## config.mk

```make
export PLATFORM = sky130hd
export DESIGN_NAME = abr_sampler_ctrl
export DESIGN_NICKNAME = d
export VERILOG_FILES = /design/src/rtl/abr_sampler_ctrl.sv
export SDC_FILE = /design/constraint.sdc
export NUM_CORES = 1
export LEC_CHECK = 0
export CORE_MARGIN = 2
export CORE_UTILIZATION = 48
export CTS_CLUSTER_DIAMETER = 120
export DETAILED_ROUTE_END_ITERATION = 12
export GPL_TIMING_DRIVEN = 0
export MAX_ROUTING_LAYER = met4
export PLACE_DENSITY = 0.76
export SLEW_MARGIN = 30
export SYNTH_ARGS = -nofsm -noshare
export SYNTH_HDL_FRONTEND = slang
export SYNTH_SLANG_ARGS = --single-unit
```

## constraint.sdc

```tcl
create_clock -name clk -period 1.85 [get_ports clk]
set_input_delay 0.37 -clock clk [delete_from_list [all_inputs] [get_ports clk]]
set_output_delay 0.37 -clock clk [all_outputs]
set_load 0.02 [all_outputs]
```

## src/rtl/abr_sampler_ctrl.sv

```systemverilog
// Sampler controller: pulls source words in blocks of BLOCK_WORDS, requests a
// new squeeze block between blocks, and writes coefficient groups out of the
// sample buffer until NUM_WRITES groups are stored. After that the buffer is
// flushed and done_o is pulsed.
//
// Source handshake: a word moves on any cycle where src_req_o and src_valid_i
// are both high. src_req_o is combinational and never depends on src_valid_i.
module abr_sampler_ctrl #(
    parameter int NUM_RD      = 4,
    parameter int NUM_COEFF   = 256,
    parameter int BLOCK_WORDS = 21,
    localparam int NUM_WRITES = NUM_COEFF / NUM_RD,
    localparam int ADDR_W     = $clog2(NUM_WRITES),
    localparam int WCNT_W     = $clog2(BLOCK_WORDS)
) (
    input  logic              clk,
    input  logic              rst_b,
    input  logic              zeroize,
    input  logic              start_i,
    output logic              src_req_o,
    input  logic              src_valid_i,
    output logic              squeeze_next_o,
    input  logic              sqz_ack_i,
    input  logic              buf_full_i,
    input  logic              buf_valid_i,
    output logic              buf_flush_o,
    output logic              dst_we_o,
    output logic [ADDR_W-1:0] dst_addr_o,
    output logic              busy_o,
    output logic              done_o,
    output logic [2:0]        state_dbg_o
);

    localparam logic [2:0] IDLE  = 3'd0;
    localparam logic [2:0] RUN   = 3'd1;
    localparam logic [2:0] SQZ   = 3'd2;
    localparam logic [2:0] FLUSH = 3'd3;
    localparam logic [2:0] DONE  = 3'd4;

    localparam logic [WCNT_W-1:0] WCNT_LAST = WCNT_W'(BLOCK_WORDS - 1);
    localparam logic [ADDR_W-1:0] ADDR_LAST = ADDR_W'(NUM_WRITES - 1);

    logic [2:0]        state_q, state_d;
    logic [WCNT_W-1:0] wcnt_q, wcnt_d;
    logic [ADDR_W-1:0] addr_q, addr_d;
    logic              sqz_first_q, sqz_first_d;
    logic              xfer;

    // Output decode; zeroize masks every strobe in its cycle.
    always_comb begin
        src_req_o      = (state_q == RUN) & ~buf_full_i & ~zeroize;
        xfer           = src_req_o & src_valid_i;
        dst_we_o       = buf_valid_i & ((state_q == RUN) | (state_q == SQZ)) & ~zeroize;
        squeeze_next_o = sqz_first_q & (state_q == SQZ) & ~zeroize;
        buf_flush_o    = rst_b & ((state_q == FLUSH) | zeroize);
        done_o         = (state_q == DONE) & ~zeroize;
        busy_o         = (state_q != IDLE);
        dst_addr_o     = addr_q;
        state_dbg_o    = state_q;
    end

    // Next-state and counter update; the last write overrides a block wrap.
    always_comb begin
        state_d     = state_q;
        wcnt_d      = wcnt_q;
        addr_d      = addr_q;
        sqz_first_d = 1'b0;
        if (zeroize) begin
            state_d = IDLE;
            wcnt_d  = '0;
            addr_d  = '0;
        end else begin
            case (state_q)
                IDLE: begin
                    if (start_i) begin
                        state_d = RUN;
                        wcnt_d  = '0;
                        addr_d  = '0;
                    end
                end
                RUN: begin
                    if (xfer) begin
                        if (wcnt_q == WCNT_LAST) begin
                            wcnt_d      = '0;
                            state_d     = SQZ;
                            sqz_first_d = 1'b1;
                        end else begin
                            wcnt_d = wcnt_q + WCNT_W'(1);
                        end
                    end
                end
                SQZ: begin
                    if (sqz_ack_i) begin
                        state_d = RUN;
                    end
                end
                FLUSH:   state_d = DONE;
                DONE:    state_d = IDLE;
                default: state_d = IDLE;
            endcase
            // Address saturates at the last group so it never wraps.
            if (dst_we_o) begin
                if (addr_q == ADDR_LAST) begin
                    state_d     = FLUSH;
                    sqz_first_d = 1'b0;
                end else begin
                    addr_d = addr_q + ADDR_W'(1);
                end
            end
        end
    end

    // State and counter registers.
    always_ff @(posedge clk or negedge rst_b) begin
        if (!rst_b) begin
            state_q     <= IDLE;
            wcnt_q      <= '0;
            addr_q      <= '0;
            sqz_first_q <= 1'b0;
        end else begin
            state_q     <= state_d;
            wcnt_q      <= wcnt_d;
            addr_q      <= addr_d;
            sqz_first_q <= sqz_first_d;
        end
    end

endmodule

```

==> results of run 1 <==
## cell type report
| type | instances | share of cell area, % |
|---|---|---|
| sequential | 15 | 29.35 |
| timing repair buffer | 25 | 17.71 |
| tap | 27 | 2.642 |
| multi-input combinational | 76 | 43.64 |
| clock buffer | 3 | 1.761 |
| clock inverter | 1 | 0.3914 |
| inverter | 4 | 1.370 |
| buffer | 5 | 3.131 |
## repair_timing
action	in CTS	in global routing
endpoints found under the setup margin	7	7
resized for setup	30	8
pin swaps	2	1
setup buffers	4	0
## kinds of logic (layout without fill, tap and decap cells)
family / Yosys count / after routing / share of synthesized area, %
AO/OA/AOI/OAI: 29 / 29 / 20.69
adder cells (fa/ha/maj): 3 / 3 / 3.979
flip-flops: 15 / 15 / 39.79
XOR/XNOR: 3 / 3 / 2.786
AND/OR/NAND/NOR: 41 / 41 / 27.32
buffers and inverters: 9 / 38 / 5.437
## per-stage QoR
stage,TNS (ns),instance area (um2),setup slack [ns]
after global placement,-1.703,1187,-0.6929
final,-0.2450,1279,-0.09767
after CTS,-0.2358,1245,-0.1254
after global routing,-0.4604,1279,-0.1771
after detailed placement,-1.827,1187,-0.6971
after floorplan,0,943.4,0.009594
## state kept, by name (all words and copies together), names as in the netlist
| signal | count |
|---|---|
| dst_addr_o | 6 |
| sqz_first_q | 1 |
| state_dbg_o | 3 |
| wcnt_q | 5 |
## critical path, stage by stage (launching register included)
cell and delay [ns]:
dfrtp_1 0.40, buf_6 0.14, or4b_4 0.54, nor2_4 0.10, buf_6 0.12
## final timing paths
kind / start / end / slack [ns] / depth (start not counted)
max: state_dbg_o[2] / src_req_o / -0.1 / 4
min reg2reg: wcnt_q[4] / wcnt_q[4] / 0.49 / 1
min in group clk: zeroize / dst_addr_o[1] / 0.41 / 2
max in group asynchronous: rst_b / dst_addr_o[1] / 1.47 / 1
max reg2reg: state_dbg_o[2] / wcnt_q[3] / -0.09 / 5
min: rst_b / wcnt_q[2] / 0.09 / 1
## power by group
part	leakage (uW)	switching [uW]	total [uW]	internal [uW]
logic	0.000349	58.2	107	48.4
registers	0.000208	3.99	335	332
clock network	0.0000177	116	197	80.4
## cells in the final DEF (no fill, tap or decap), drive strengths merged, types with 2 or more instances in the layout
master / synthesis / layout
nor4b: 3 / 3
nor3: 2 / 2
a22o: 4 / 4
clkbuf: 0 / 4
buf: 5 / 13
nor2b: 3 / 3
ha: 3 / 3
inv: 4 / 4
xor2: 3 / 3
clkdlybuf4s15: 0 / 2
clkdlybuf4s50: 0 / 14
a21boi: 2 / 2
dfrtp: 15 / 15
nand2: 4 / 4
nor2: 8 / 8
nand3: 7 / 7
and2: 4 / 4
o21ai: 9 / 9
o211ai: 3 / 3
or4: 2 / 2
a21oi: 4 / 4
## cell usage after synthesis (2+ instances only)
library cell	n
o21ai_0	8
xor2_1	3
a21oi_1	4
o211ai_1	3
nor2b_1	3
nand3_1	6
inv_1	3
dfrtp_1	15
nand2_1	4
nor2_1	8
ha_1	3
buf_2	2
and2_1	4
a22o_1	4
buf_4	2
nor3_1	2
nor4b_2	2
or4_1	2
## per-layer routing
layer	part of all wire [%]	wire length, um
met2	49	1088
met5	0	0
met3	2.6	59
met1	47	1042
met4	1.7	37
==> impl_metrics.py, run 1 <==
metrics = {
    "logic_synthesis": {
        "synthTopCellsByArea": "dfrtp_1 40%, o21ai_0 4.2%, ha_1 4.0%, a22o_1 3.7%, nand3_1 3.2%",
        "synth_flop_cell": "dfrtp_1",
        "syn_avg_cell_area_um2": 9.434,
        "yosysSeqAreaShare_pct": 39.79,
        "synth_edf_count": 0,
        "yosys.area.top_type": "dfrtp_1",
        "async_reset_ff_share_pct": 100.0,
        "synth-seq-cells": 15,
        "yosysTopAreaCellShare_pct": 39.79,
        "synth_cell_type_count": 40,
        "mappedNetlistArea_um2": 943.4,
        "syn-instance-count": 100,
        "yosys_warnings": 0,
        "syn-num-nets": 111,
    },
    "detailed_routing": {
        "detail-route-antenna-nets": 0,
        "avgViaCountPerCell": 5.506,
        "drtPass1Iterations": 3,
        "routed_wl_um": 2228,
        "routed-via-count": 859,
        "wl_per_cell_um": 14.28,
        "drcViolationCount": 0,
        "drt_iter0_markers": 16,
    },
    "global_route": {
        "grt_use_total_pct": 20.70,
        "grt_max_degree": 17,
        "globalRouteOverflowTotal": 0,
        "grt_pass1_vias": 818,
        "met2_usage_pct": 32.41,
        "antenna_found_initial": 0,
        "busiest_layer": "met2",
        "met1_usage_pct": 27.11,
        "grt_pass1_wl_um": 3698,
        "use_met3_pct": 3.086,
    },
    "place": {
        "gp_congestion": 0.7837,
        "port_buffers": 21,
        "placed_cells": 148,
        "place_hpwl_um": 1513,
    },
    "die": {
        "num_rows": 16,
        "core-area_um2": 1902,
        "initial_utilization_pct": 49.61,
        "fp.dieW_um": 48.34,
        "die_h_um": 48.34,
        "io_pins": 23,
        "dieArea_um2": 2336,
    },
    "clock_tree": {
        "ctsHtreeMaxLevel": 1,
        "cts_tree": "done",
        "clk_path_buf_depth": 2,
        "numCtsBuffers": 3,
        "path_clk_slew_ns": 0.10,
        "cts_root_buf": "clkbuf_4",
        "clock-sinks": 15,
        "cts-hold-fix-buffers": 0,
        "clkLatencyLatePin_ns": 0.29,
    },
    "timing": {
        "slew_viol_final": 0,
        "fin_ws_ns": -0.09767,
        "setup_violations": 3,
        "finClkSkew_ns": 0.001609,
        "maxSlewHeadroom_pct": 57.92,
        "holdWs_ns": 0.08724,
        "tightest_slew_ns": 0.6274,
        "fin_crit_ns": 1.948,
        "hold_violations": 0,
        "rsz0062_at_grt": "yes",
        "max_freq_mhz": 513.4,
        "post-route-period-util_pct": 105.3,
    },
    "cells_and_area": {
        "area_growth_syn_to_layout_pct": 35.54,
        "seqCellArea_um2": 375.4,
        "post-route-util_pct": 67.24,
        "drive_above_1_share_pct": 23.26,
        "fill_cells": 164,
        "finalNonFillerCells": 156,
        "final_nets": 141,
        "n_antenna_cell": 0,
        "multi_input_area_um2": 558.0,
    },
    "power": {
        "ir_drop_v": 0.0004694,
        "p_per_area_nw_per_um2": 499.5,
        "leakagePower_uw": 0.0005743,
        "power_uw": 638.7,
    },
    "setup_path": {
        "cp-end-kind": "output port",
        "path_max_fanout": 7,
        "crit_type": "flop to output port",
        "start_kind": "flop",
        "cp.required_ns": 1.48,
        "crit_arrival_ns": 1.58,
    },
    "status": {
        "status": "complete, but fails checks",
        "violations": "setup timing",
    },
    "job": {
        "max-cap-violations": 0,
    },
    "worst_hold_path": {
        "holdCritPathClass": "primary input to async pin",
    },
}
Note: power is estimated with default switching activity, not from simulation.
==> run 2, diff against run 1 <==
Settings changed: CAP_MARGIN set to 40, CORE_MARGIN 2 to unset, PLACE_DENSITY 0.76 to 0.87.
==> impl_metrics.py, run 2 (synthesis gave the netlist of run 1 again) <==
metrics = {
    "cells_and_area": {
        "final_nets": 144,
        "drive_above_1_share_pct": 24.24,
        "largest_reg_flops": 6,
        "n_antenna_cell": 0,
        "mostFrequentLayoutCell": "dfrtp_1",
        "area_growth_syn_to_layout_pct": 36.47,
        "layout_common_cells": "15 x dfrtp_1, 14 x clkdlybuf4s50_1, 9 x buf_4",
        "finalNonFillerCells": 157,
    },
    "setup_path": {
        "r2r_setup_slack_ns": -0.11,
        "path_max_fanout": 7,
        "cp-end-kind": "output port",
        "crit_arrival_ns": 1.61,
        "start_kind": "flop",
        "cpMaxStageDelayCell": "or4b_4",
        "crit_type": "flop to output port",
        "cp.required_ns": 1.48,
        "reg2regPathDepth": 5,
        "crit_top_cell": "buf_6",
        "path_cells": "buf_6, or4b_4, nor2_4, buf_6",
        "max_stage_delay_ns": 0.51,
    },
    "clock_tree": {
        "cts_tree": "done",
        "clock-sinks": 15,
        "clkLatencyLatePin_ns": 0.29,
        "path_clk_slew_ns": 0.09,
        "clk_path_buf_depth": 2,
        "cts_root_buf": "clkbuf_4",
        "numCtsBuffers": 3,
        "cts-hold-fix-buffers": 0,
        "ctsHtreeMaxLevel": 1,
    },
    "global_route": {
        "grt_pass1_vias": 889,
        "grt_pass1_wl_um": 3795,
        "antenna_found_initial": 0,
        "grt_max_degree": 17,
        "grt_use_total_pct": 25.44,
        "globalRouteOverflowTotal": 0,
    },
    "place": {
        "place_hpwl_um": 1560,
        "port_buffers": 21,
        "placed_cells": 146,
        "gp_congestion": 0.8059,
    },
    "timing": {
        "fin_ws_ns": -0.1325,
        "max_freq_mhz": 504.4,
        "hold_violations": 0,
        "slew_viol_final": 0,
        "rsz0062_at_grt": "yes",
        "maxSlewHeadroom_pct": 72.28,
        "finClkSkew_ns": 0.003381,
        "setup_violations": 3,
        "fin_crit_ns": 1.983,
        "post-route-period-util_pct": 107.2,
        "setup-tns-final_ns": -0.3126,
        "tightest_slew_ns": 0.4148,
        "holdWs_ns": 0.08641,
    },
    "die": {
        "num_rows": 15,
        "dieArea_um2": 2147,
        "fp.dieW_um": 46.34,
        "initial_utilization_pct": 52.91,
        "die_h_um": 46.34,
        "core-area_um2": 1783,
        "io_pins": 23,
    },
    "detailed_routing": {
        "detail-route-antenna-nets": 0,
        "drcViolationCount": 0,
        "wl_per_cell_um": 15.80,
        "routed_wl_um": 2480,
        "drtPass1Iterations": 4,
        "avgViaCountPerCell": 5.904,
        "routed-via-count": 927,
        "drt_iter0_markers": 41,
    },
    "status": {
        "status": "complete, but fails checks",
        "violations": "setup timing",
    },
    "power": {
        "leakagePower_uw": 0.0005825,
        "ir_drop_v": 0.0003917,
        "p_per_area_nw_per_um2": 495.4,
        "power_uw": 637.8,
    },
    "worst_hold_path": {
        "holdCritPathClass": "primary input to async pin",
    },
    "job": {
        "max-cap-violations": 0,
    },
}
## run 2: area by class of cell
cell class,count,area [um2]
buffer,5,40.04
fill,142,495.5
clock buffer,4,26.28
multi-input combinational,76,548.0
inverter,4,17.52
tap,25,31.28
timing repair buffer,28,249.0
sequential,15,375.4
## run 2: final timing paths
path,startpoint,endpoint
min in group clk,zeroize,dst_addr_o[1]
max reg2reg,state_dbg_o[2],wcnt_q[3]
max,state_dbg_o[2],src_req_o
min,rst_b,wcnt_q[2]
max in group asynchronous,rst_b,dst_addr_o[0]
min reg2reg,wcnt_q[4],wcnt_q[4]
## run 2: stage by stage
step                worst slack, ns  cell area, um2  utilization (%)
global route                -0.1967            1287            72.21
detailed placement          -0.6650            1185            66.46
global placement            -0.6712            1185            66.46
finish                      -0.1325            1287            72.21
CTS                         -0.1107            1257            70.53
floorplan                  0.009594           943.4                -
## run 2: per-layer routing
layer  global-route usage [%]  share of wire (%)
met5                        -                  0
met3                    5.882                5.8
met4                    10.59                1.5
met2                    41.11                 52
met1                    29.90                 40
## run 2: timing repair
action,4_1_cts,5_1_grt
pin swaps,2,1
setup endpoints to repair,7,5
buffers inserted,6,1
resized for setup,31,6
## run 2: worst max-delay path, delay by kind of cell, from the launching register on
| kind | cells | cell delay, ns |
|---|---|---|
| AND/OR/NAND/NOR | 2 | 0.62 |
| flip-flops | 1 | 0.42 |
| buffers and inverters | 2 | 0.27 |
## run 2: where the power goes
| part | switching, uW | internal [uW] | leakage (uW) |
|---|---|---|---|
| combinational | 59.8 | 48.4 | 0.000360 |
| sequential | 4.72 | 331 | 0.000208 |
| clock | 110 | 83.9 | 0.0000150 |
| total | 174 | 464 | 0.000583 |
